File: config.mk
export PLATFORM = sky130hd
export DESIGN_NAME = axil_pkt_sorter
export DESIGN_NICKNAME = d
export VERILOG_FILES = /design/src/rtl/axil_pkt_pkg.sv /design/src/rtl/sync_fifo.sv /design/src/rtl/axil_pkt_sorter.sv
export SDC_FILE = /design/constraint.sdc
export NUM_CORES = 1
export LEC_CHECK = 0
export ABC_AREA = 0
export CAP_MARGIN = 30
export CORE_ASPECT_RATIO = 1.2
export CORE_MARGIN = 2
export CORE_UTILIZATION = 45
export DETAILED_ROUTE_END_ITERATION = 6
export PLACE_DENSITY = 0.67
export SYNTH_ARGS = -nofsm -noshare
export SYNTH_HDL_FRONTEND = slang
export SYNTH_SLANG_ARGS = --single-unit
File: constraint.sdc
create_clock -name clk -period 5.2 [get_ports clk]
set_input_delay 0.78 -clock clk [delete_from_list [all_inputs] [get_ports clk]]
set_output_delay 0.78 -clock clk [all_outputs]
set_load 0.01 [all_outputs]
File: src/rtl/axil_pkt_pkg.sv
// Shared constants and FSM state type for the AXI4-Lite packet sorter.
package axil_pkt_pkg;

    localparam logic [1:0] RESP_OKAY   = 2'b00;
    localparam logic [1:0] RESP_SLVERR = 2'b10;

    localparam int unsigned ADDR_STAGE  = 'h00;
    localparam int unsigned ADDR_COMMIT = 'h04;
    localparam int unsigned ADDR_FLUSH  = 'h08;

    typedef enum logic [1:0] {
        StIdle,
        StExec,
        StResp
    } state_e;

endpackage

File: src/rtl/sync_fifo.sv
// Synchronous FIFO with registered read data, occupancy count and flush.
module sync_fifo #(
    parameter int unsigned WIDTH = 32,
    parameter int unsigned DEPTH = 8
) (
    input  logic                     clk,
    input  logic                     rst,
    input  logic                     push,
    input  logic                     pop,
    input  logic                     flush,
    input  logic [WIDTH-1:0]         din,
    output logic [WIDTH-1:0]         dout,
    output logic [$clog2(DEPTH):0]   count,
    output logic                     full,
    output logic                     empty
);

    localparam int unsigned PTR_W = $clog2(DEPTH);

    logic [WIDTH-1:0] mem_q [DEPTH];
    logic [PTR_W-1:0] wr_ptr_q, wr_ptr_d;
    logic [PTR_W-1:0] rd_ptr_q, rd_ptr_d;
    logic [PTR_W:0]   count_q, count_d;
    logic [WIDTH-1:0] dout_q, dout_d;
    logic             do_push, do_pop;

    assign full  = (count_q == (PTR_W + 1)'(DEPTH));
    assign empty = (count_q == '0);
    assign count = count_q;
    assign dout  = dout_q;

    always_comb begin
        // Flush wins over a pop; a pop frees the slot a push into a full FIFO needs.
        do_pop   = pop && !empty && !flush;
        do_push  = push && (!full || do_pop) && !flush;
        wr_ptr_d = wr_ptr_q;
        rd_ptr_d = rd_ptr_q;
        count_d  = count_q;
        dout_d   = dout_q;
        if (flush) begin
            wr_ptr_d = '0;
            rd_ptr_d = '0;
            count_d  = '0;
        end else begin
            if (do_push) begin
                wr_ptr_d = wr_ptr_q + PTR_W'(1);
            end
            if (do_pop) begin
                rd_ptr_d = rd_ptr_q + PTR_W'(1);
                dout_d   = mem_q[rd_ptr_q];
            end
            count_d = count_q + (PTR_W + 1)'(do_push) - (PTR_W + 1)'(do_pop);
        end
    end

    always_ff @(posedge clk or posedge rst) begin
        if (rst) begin
            wr_ptr_q <= '0;
            rd_ptr_q <= '0;
            count_q  <= '0;
            dout_q   <= '0;
        end else begin
            wr_ptr_q <= wr_ptr_d;
            rd_ptr_q <= rd_ptr_d;
            count_q  <= count_d;
            dout_q   <= dout_d;
        end
    end

    always_ff @(posedge clk) begin
        if (do_push) begin
            mem_q[wr_ptr_q] <= din;
        end
    end

endmodule

File: src/rtl/axil_pkt_sorter.sv
// AXI4-Lite write-only slave that stages packet words and sorts committed
// words into a valid or invalid FIFO by their tag byte.
module axil_pkt_sorter
    import axil_pkt_pkg::*;
#(
    parameter int unsigned       DATA_W    = 32,
    parameter int unsigned       ADDR_W    = 8,
    parameter int unsigned       DEPTH     = 8,
    parameter int unsigned       TAG_W     = 8,
    parameter logic [TAG_W-1:0]  VALID_TAG = TAG_W'(8'hA5)
) (
    input  logic                   clk,
    input  logic                   rst,
    input  logic [ADDR_W-1:0]      awaddr,
    input  logic                   awvalid,
    output logic                   awready,
    input  logic [DATA_W-1:0]      wdata,
    input  logic                   wvalid,
    output logic                   wready,
    output logic [1:0]             bresp,
    output logic                   bvalid,
    input  logic                   bready,
    input  logic                   val_rd_en,
    output logic [DATA_W-1:0]      val_rd_data,
    output logic [$clog2(DEPTH):0] val_count,
    output logic                   val_full,
    output logic                   val_empty,
    input  logic                   ival_rd_en,
    output logic [DATA_W-1:0]      ival_rd_data,
    output logic [$clog2(DEPTH):0] ival_count,
    output logic                   ival_full,
    output logic                   ival_empty,
    output logic                   err_pulse
);

    state_e              state_q, state_d;
    logic                aw_cap_q, aw_cap_d;
    logic                w_cap_q, w_cap_d;
    logic                awready_q, awready_d;
    logic                wready_q, wready_d;
    logic [ADDR_W-1:0]   addr_q, addr_d;
    logic [DATA_W-1:0]   wdata_q, wdata_d;
    logic [DATA_W-1:0]   stage_q, stage_d;
    logic                staged_q, staged_d;
    logic [1:0]          bresp_q, bresp_d;
    logic                err_q, err_d;

    logic                val_push, ival_push, fifo_flush;
    logic [TAG_W-1:0]    tag;
    logic                to_val, val_room, ival_room;

    assign tag       = stage_q[DATA_W-1 -: TAG_W];
    assign to_val    = (tag == VALID_TAG);
    // A same-cycle pop on a full FIFO makes room for the commit.
    assign val_room  = !val_full || (val_rd_en && !val_empty);
    assign ival_room = !ival_full || (ival_rd_en && !ival_empty);

    assign awready   = awready_q;
    assign wready    = wready_q;
    assign bvalid    = (state_q == StResp);
    assign bresp     = bresp_q;
    assign err_pulse = err_q;

    always_comb begin
        state_d    = state_q;
        aw_cap_d   = aw_cap_q;
        w_cap_d    = w_cap_q;
        addr_d     = addr_q;
        wdata_d    = wdata_q;
        stage_d    = stage_q;
        staged_d   = staged_q;
        bresp_d    = bresp_q;
        err_d      = 1'b0;
        val_push   = 1'b0;
        ival_push  = 1'b0;
        fifo_flush = 1'b0;

        unique case (state_q)
            StIdle: begin
                if (awvalid && awready_q) begin
                    aw_cap_d = 1'b1;
                    addr_d   = awaddr;
                end
                if (wvalid && wready_q) begin
                    w_cap_d = 1'b1;
                    wdata_d = wdata;
                end
                if (aw_cap_d && w_cap_d) begin
                    state_d = StExec;
                end
            end
            StExec: begin
                state_d = StResp;
                bresp_d = RESP_OKAY;
                if (addr_q == ADDR_W'(ADDR_STAGE)) begin
                    stage_d  = wdata_q;
                    staged_d = 1'b1;
                end else if (addr_q == ADDR_W'(ADDR_COMMIT)) begin
                    // A rejected commit keeps the staged word for a retry.
                    if (!staged_q || (to_val && !val_room) || (!to_val && !ival_room)) begin
                        bresp_d = RESP_SLVERR;
                    end else begin
                        val_push  = to_val;
                        ival_push = !to_val;
                        staged_d  = 1'b0;
                    end
                end else if (addr_q == ADDR_W'(ADDR_FLUSH)) begin
                    fifo_flush = 1'b1;
                    staged_d   = 1'b0;
                end else begin
                    bresp_d = RESP_SLVERR;
                end
                err_d = (bresp_d == RESP_SLVERR);
            end
            StResp: begin
                if (bready) begin
                    state_d  = StIdle;
                    aw_cap_d = 1'b0;
                    w_cap_d  = 1'b0;
                end
            end
            default: begin
                state_d = StIdle;
            end
        endcase

        awready_d = (state_d == StIdle) && !aw_cap_d;
        wready_d  = (state_d == StIdle) && !w_cap_d;
    end

    always_ff @(posedge clk or posedge rst) begin
        if (rst) begin
            state_q   <= StIdle;
            aw_cap_q  <= 1'b0;
            w_cap_q   <= 1'b0;
            awready_q <= 1'b0;
            wready_q  <= 1'b0;
            addr_q    <= '0;
            wdata_q   <= '0;
            stage_q   <= '0;
            staged_q  <= 1'b0;
            bresp_q   <= RESP_OKAY;
            err_q     <= 1'b0;
        end else begin
            state_q   <= state_d;
            aw_cap_q  <= aw_cap_d;
            w_cap_q   <= w_cap_d;
            awready_q <= awready_d;
            wready_q  <= wready_d;
            addr_q    <= addr_d;
            wdata_q   <= wdata_d;
            stage_q   <= stage_d;
            staged_q  <= staged_d;
            bresp_q   <= bresp_d;
            err_q     <= err_d;
        end
    end

    sync_fifo #(
        .WIDTH (DATA_W),
        .DEPTH (DEPTH)
    ) u_val_fifo (
        .clk   (clk),
        .rst   (rst),
        .push  (val_push),
        .pop   (val_rd_en),
        .flush (fifo_flush),
        .din   (stage_q),
        .dout  (val_rd_data),
        .count (val_count),
        .full  (val_full),
        .empty (val_empty)
    );

    sync_fifo #(
        .WIDTH (DATA_W),
        .DEPTH (DEPTH)
    ) u_ival_fifo (
        .clk   (clk),
        .rst   (rst),
        .push  (ival_push),
        .pop   (ival_rd_en),
        .flush (fifo_flush),
        .din   (stage_q),
        .dout  (ival_rd_data),
        .count (ival_count),
        .full  (ival_full),
        .empty (ival_empty)
    );

endmodule
Word-level counts from Yosys, hierarchy flattened --
Memory sizes are Yosys's and may differ from the RTL's. A register that Yosys moved wholly into a read port is not among the register bits. Index checks and enable logic that the tools add are counted.
Operators by class: add/subtract/negate cells 8, equality and inequality tests 9, muxes and demuxes 47, bitwise logic cells 1, reduce and logical (&&, ||, !) cells 48
Operators by type and width (count):
- 1-bit 2-to-1 mux | 27
- 3-bit 2-to-1 mux | 8
- 1-bit logical AND | 15
- 2-bit 2-to-1 mux | 7
- 3-bit by 1-bit adder with 3-bit output, second input constant | 4
- 1-bit zero test | 11
- 2-bit AND reduction | 5
- 4-bit by 1-bit adder with 4-bit output | 2
- 4-bit equality test, second input constant | 2
- 8-bit by 3-bit equality test with 1-bit output, second input constant | 1
- 8-bit by 4-bit equality test with 1-bit output, second input constant | 1
- 8-bit equality test, second input constant | 1
- 4-bit zero test | 2
- 8-bit zero test | 1
- 4-bit 2-to-1 mux | 2
- 2-bit nonzero test | 4
- 4-bit by 1-bit subtractor with 4-bit output | 2
- 1-bit logical OR | 6
- 2-bit one-hot mux with 3 select lines | 1
- 2-bit equality test, second input constant | 2
- 2-bit zero test | 2
- 1-bit one-hot mux with 2 select lines | 2
- 3-bit inequality test, second input constant | 1
- 3-bit AND reduction | 1
- 3 further kinds | 3
Storage, ports and cells: register bits 102, RAM bits 512, logic and storage cells 132, memories kept 2
Memory list:
- u_ival_fifo.mem_q | depth 8, width 32, rd ports 1, clocked after memory_dff 1, write ports 1, RTL line sync_fifo.sv:20 | logic [WIDTH-1:0] mem_q [DEPTH];
- u_val_fifo.mem_q | depth 8, width 32, rd ports 1, clocked after memory_dff 1, write ports 1, RTL line sync_fifo.sv:20

Logic depth before layout (Yosys ltp) --
word-level depth 17, gate-level depth with buffers 14, gate-level depth less buffers 12

Cells and area by module --
From an unflattened synthesis, not the netlist that was laid out.
Unflattened totals: cell total of the unflattened synthesis 1596, area, all modules 26908.3 µm²
By module, submodules not included:
- sync_fifo at u_ival_fifo | times used 1, cells each 690, area an instance 11785.1 µm², seq. area each 8738.4 µm²
- sync_fifo at u_val_fifo | times used 1, cells each 690, area an instance 11753.8 µm², seq. area each 8738.4 µm²
- axil_pkt_sorter | times used 1, cells each 216, area an instance 3369.5 µm², seq. area each 2026.9 µm²

Least setup slack after synthesis --
OpenSTA, ideal clock, no wires.
kind input to register, from input port val_rd_en, to memory u_val_fifo.mem_q[2][0] (enable), library setup time 0.501 ns, data arrival time 4.398 ns, required time 4.699 ns, setup slack 0.300 ns, stages on the path 4, path buffers 0, path through nand2b_1 > a211oi_1 > nand2_1 > nor4_1
Between the ends: longest elaborated chain between the ends 14
RTL lines:
- start: declaration | RTL line axil_pkt_sorter.sv:23 | input logic val_rd_en,
- 1-bit logical AND (*) | RTL line sync_fifo.sv:34, axil_pkt_sorter.sv:55
- 1-bit logical OR | RTL line axil_pkt_sorter.sv:55 | assign val_room = !val_full || (val_rd_en && !val_empty);
- 1-bit zero test | RTL line axil_pkt_sorter.sv:100 | if (!staged_q || (to_val && !val_room) || (!to_val && !ival_room)) begin
- 1-bit logical AND | RTL line axil_pkt_sorter.sv:100
- 1-bit logical OR (2 in a row) | RTL line axil_pkt_sorter.sv:100
- 1-bit 2-to-1 mux | RTL line axil_pkt_sorter.sv:100
- 1-bit 2-to-1 mux | RTL line axil_pkt_sorter.sv:98 | end else if (addr_q == ADDR_W'(ADDR_COMMIT)) begin
- 1-bit 2-to-1 mux | RTL line axil_pkt_sorter.sv:95 | if (addr_q == ADDR_W'(ADDR_STAGE)) begin
- 1-bit 2-to-1 mux | RTL line axil_pkt_sorter.sv:78 | unique case (state_q)
- 1-bit logical AND (*) (2 in a row) | RTL line sync_fifo.sv:35 | do_push = push && (!full || do_pop) && !flush;
- 1-bit 2-to-1 mux (*) | RTL line sync_fifo.sv:71 | if (do_push) begin
- 1-bit 2-to-1 mux (not written as such) (*) | RTL line sync_fifo.sv:72 | mem_q[wr_ptr_q] <= din;
- end: declaration | RTL line sync_fifo.sv:20
Every way passes the cells marked *; elsewhere a longest branch is shown, timed or not.

Worst setup path in the final report --
from register stage_q[26], to memory u_val_fifo.mem_q[4][8] (enable)
Between the ends: longest elaborated chain between the ends 12
RTL lines:
- start: declaration | RTL line axil_pkt_sorter.sv:43 | logic [DATA_W-1:0] stage_q, stage_d;
- start signal: assignment | RTL line axil_pkt_sorter.sv:152 | stage_q <= stage_d;
- 8-bit equality test (*) | RTL line axil_pkt_sorter.sv:53 | assign to_val = (tag == VALID_TAG);
- 1-bit logical AND / 1-bit zero test (equally long branches) | RTL line axil_pkt_sorter.sv:100
- 1-bit logical OR / 1-bit logical AND (equally long branches) | RTL line axil_pkt_sorter.sv:100
- 1-bit logical OR | RTL line axil_pkt_sorter.sv:100
- 1-bit 2-to-1 mux (*) | RTL line axil_pkt_sorter.sv:100
- 1-bit 2-to-1 mux (*) | RTL line axil_pkt_sorter.sv:98
- 1-bit 2-to-1 mux (*) | RTL line axil_pkt_sorter.sv:95
- 1-bit 2-to-1 mux (*) | RTL line axil_pkt_sorter.sv:78
- 1-bit logical AND (*) (2 in a row) | RTL line sync_fifo.sv:35
- 1-bit 2-to-1 mux (*) | RTL line sync_fifo.sv:71
- 1-bit 2-to-1 mux (not written as such) (*) | RTL line sync_fifo.sv:72
Marked as above.

==> metrics.md <==
| Metric | Value |
|---|---|
| Commonest non-fill, non-tap cells in the layout | `512 x edfxtp_1, 159 x dfrtp_1, 127 x clkdlybuf4s50_1` |
| Worst min path class | `reg -> reg` |
| Syn Nets | `1,294` |
| Worst rel slew slack | `34.8%` |
| Initial Util | `45.5%` |
| Hold buffers post-CTS | `0` |
| Die Wd | `226 um` |
| Setup Skew | `0.0271 ns` |
| Ant. Diodes | `0` |
| Post-CTS Setup Inserts | `0` |
| Total CTS buffers | `66` |
| Worst path required time | `5.40 ns` |
| Site Rows | `97` |
| RSZ-0062 raised after global routing | `no` |
| Synth Flop Type | `edfxtp_1` |
| Final-report setup violation count | `0` |
| Port-buffer cells | `127` |
| Tot GR Track Use | `17.6%` |
| Hpwl dp | `31,000 um` |
| Sequential element share of the synthesized area | `73.4%` |
| Remaining global-route overflow | `0` |
| Number of enable flip-flop cells after synthesis | `512` |
| Busiest grt layer | `met2` |
| GRT met3 Usage | `2.47%` |
| Avg Cell Area, Syn | `21.6 um^2` |
| Post-Synthesis Cells | `1,229` |
| Vias in the first global route | `13,100` |
| # nets final | `1,465` |
| Met1 Usage GRT | `23.7%` |
| Initial antenna violation count | `0` |
| Max Slew Vio Count | `0` |
| Total number of vias | `12,100` |
| Drt first pass iters | `5` |
| Max FO, Critical Path | `32` |
| Post-CTS resize count | `0` |
| Worst setup SP type | `flip-flop` |
| Clock transition at path regs | `0.06 ns` |
| R2R cell count | `5` |
| Pin count of the biggest net entering global routing | `95` |
| F_max | `0.301 GHz` |
| Final WL | `52,500 um` |
| Critical Path Sink Type | `flip-flop` |
| Final period util | `63.8%` |
| Outcome | `completed` |
| Via density | `5.41` |
| Routed len/inst | `23.4 um` |
| Grt met2 use | `29.7%` |
| FF+latch count, synth | `677` |
| CTS Root Cell | `clkbuf_16` |
| Layout cells sized above 1 | `29.1%` |
| Iter 0 DRT Violations | `883` |
| Most common cell after layout, fill and taps aside | `edfxtp_1` |
| Die area | `0.0610 mm^2` |
| Synth area leaders | `edfxtp_1 58%, dfrtp_1 16%, mux4_2 8.6%` |
| Top cell type's share of synthesized area | `57.8%` |
| DRC viols | `0` |
| Synthesis-to-finish area growth | `15.9%` |
| Mapped cell area | `0.0266 mm^2` |
| R2R Setup Slk | `1.88 ns` |
| MaxCap Viol Count | `0` |
| Pwr/cell area | `551 mW/mm^2` |
| Area leader, netlist | `edfxtp_1` |
| Fin. Hold Viols | `0` |
| First-pass GRT wire length | `79,800 um` |
| Post-layout min period | `3.32 ns` |
| Core ar. | `0.0584 mm^2` |
| Fraction of registers with async set/reset | `24.4%` |
| WHS Path Cells | `1` |
| CTS tree | `done` |
| Gpl congestion | `0.748` |
| Setup TNS | `0 ns` |
| Synth cell types | `52` |
| Die Y | `270 um` |
| Antenna viol nets, final | `0` |
| Hold_ws | `0.483 ns` |
| LEAKAGE | `0.0111 uW` |
| Max VDD drop | `0.000313 V` |
| Total I/O pin count | `129` |
| Critical Path AT | `3.52 ns` |
| H-tree depth | `3` |
| Fill cell count | `4,520` |
| Worst Max-Slew Pin Slew | `0.978 ns` |
| Setup CP Type | `reg -> reg` |
| Skew-Pair Late Insertion Delay | `0.59 ns` |
| Sink Count | `677` |
| Number of synthesis warnings | `0` |
| Clock Tree Buf Depth | `3` |
==> state kept, by name, summed over array words and instances (netlist names), 2 cells and up <==
register / count
u_val_fifo.mem_q: 256
u_val_fifo.count: 4
u_val_fifo.wr_ptr_q: 3
u_ival_fifo.wr_ptr_q: 3
wdata_q: 32
addr_q: 8
u_ival_fifo.dout: 32
u_val_fifo.rd_ptr_q: 3
u_ival_fifo.count: 4
u_val_fifo.dout: 32
u_ival_fifo.mem_q: 256
u_ival_fifo.rd_ptr_q: 3
stage_q: 32
state_q: 2
==> layout make-up <==
class	instances	area [um^2]	area share (%)
repair buffers	161	1610	5.22
multi-input cells	469	6590	21.4
clock inverters	31	228	0.739
flip-flops and latches	677	19500	63.3
clock buffers	87	1790	5.82
well taps	792	991	3.21
inverters	25	97.6	0.317
==> worst max-delay path: stages, from the launching register on <==
cell and delay (ns):
dfrtp_1 0.70, nand4bb_1 0.41, a211oi_1 0.44, nand2_1 0.31, inv_2 0.16, and4_2 0.88
==> per-stage QoR <==
stage / utilization, % / std cells / total power, uW / worst slack (ns) / instance area, um^2
finish: 52.8 / 2242 / 17000 / 1.88 / 30800
detailed placement: 49.3 / 2124 / 12700 / 1.65 / 28800
floorplan: - / 1229 / 11000 / 0.300 / 26600
global route: 52.8 / 2242 / 17800 / 1.71 / 30800
global placement: 49.2 / 2119 / 12500 / 1.74 / 28700
CTS: 52.8 / 2242 / 17200 / 1.92 / 30800
==> cells in the mapped netlist (3+ instances only) <==
cell type and n:
and4_1 4, buf_6 13, edfxtp_1 512, o2bb2ai_1 3, buf_2 17, nand2b_1 8, o21ai_0 7, mux2_2 107
nor3_1 7, mux2_1 34, nor2_1 12, a21oi_1 9, nor4_1 10, xnor2_1 4, mux2_4 58, mux4_1 26
clkbuf_1 13, inv_1 23, buf_4 5, nand2_1 15, and2_1 5, mux4_2 102, ha_1 16, buf_12 8
xor2_1 4, o31ai_1 3, dfrtp_1 165, nand3_1 6
==> per-layer routing <==
metal	share of wire, %	vias up
met3	3.9	67
met1	43	6477
li1	-	5309
met5	0	-
met4	1.9	0
met2	51	273
==> cell families after synthesis <==
logic type | count (synthesis) | synth area share (%)
flops | 677 | 73.4
mux | 328 | 20.5
simple gates | 83 | 2.03
buf+inv | 83 | 2.18
compound gates | 31 | 0.753
fa+ha+maj | 18 | 0.904
xor+xnor | 8 | 0.264
other cells | 1 | 0.0141
==> final timing paths <==
| check | from | endpoint |
|---|---|---|
| setup / recovery | stage_q[26] | u_val_fifo.mem_q[4][8] |
| hold / removal | wdata_q[29] | wdata_q[29] |
| setup reg to reg | stage_q[26] | u_val_fifo.mem_q[4][8] |
| hold reg to reg | wdata_q[29] | wdata_q[29] |
| max in group asynchronous | rst | stage_q[22] |
| min in group asynchronous | rst | u_ival_fifo.dout[8] |
==> power breakdown <==
| group | leakage, uW | internal, uW | total, uW | switching, uW |
|---|---|---|---|---|
| clock | 0.000985 | 2580 | 4510 | 1930 |
| sequential | 0.00680 | 7030 | 8210 | 1180 |
| combinational | 0.00328 | 2660 | 4270 | 1610 |
| total | 0.0111 | 12300 | 17000 | 4730 |
(Power assumes the default switching activity.)
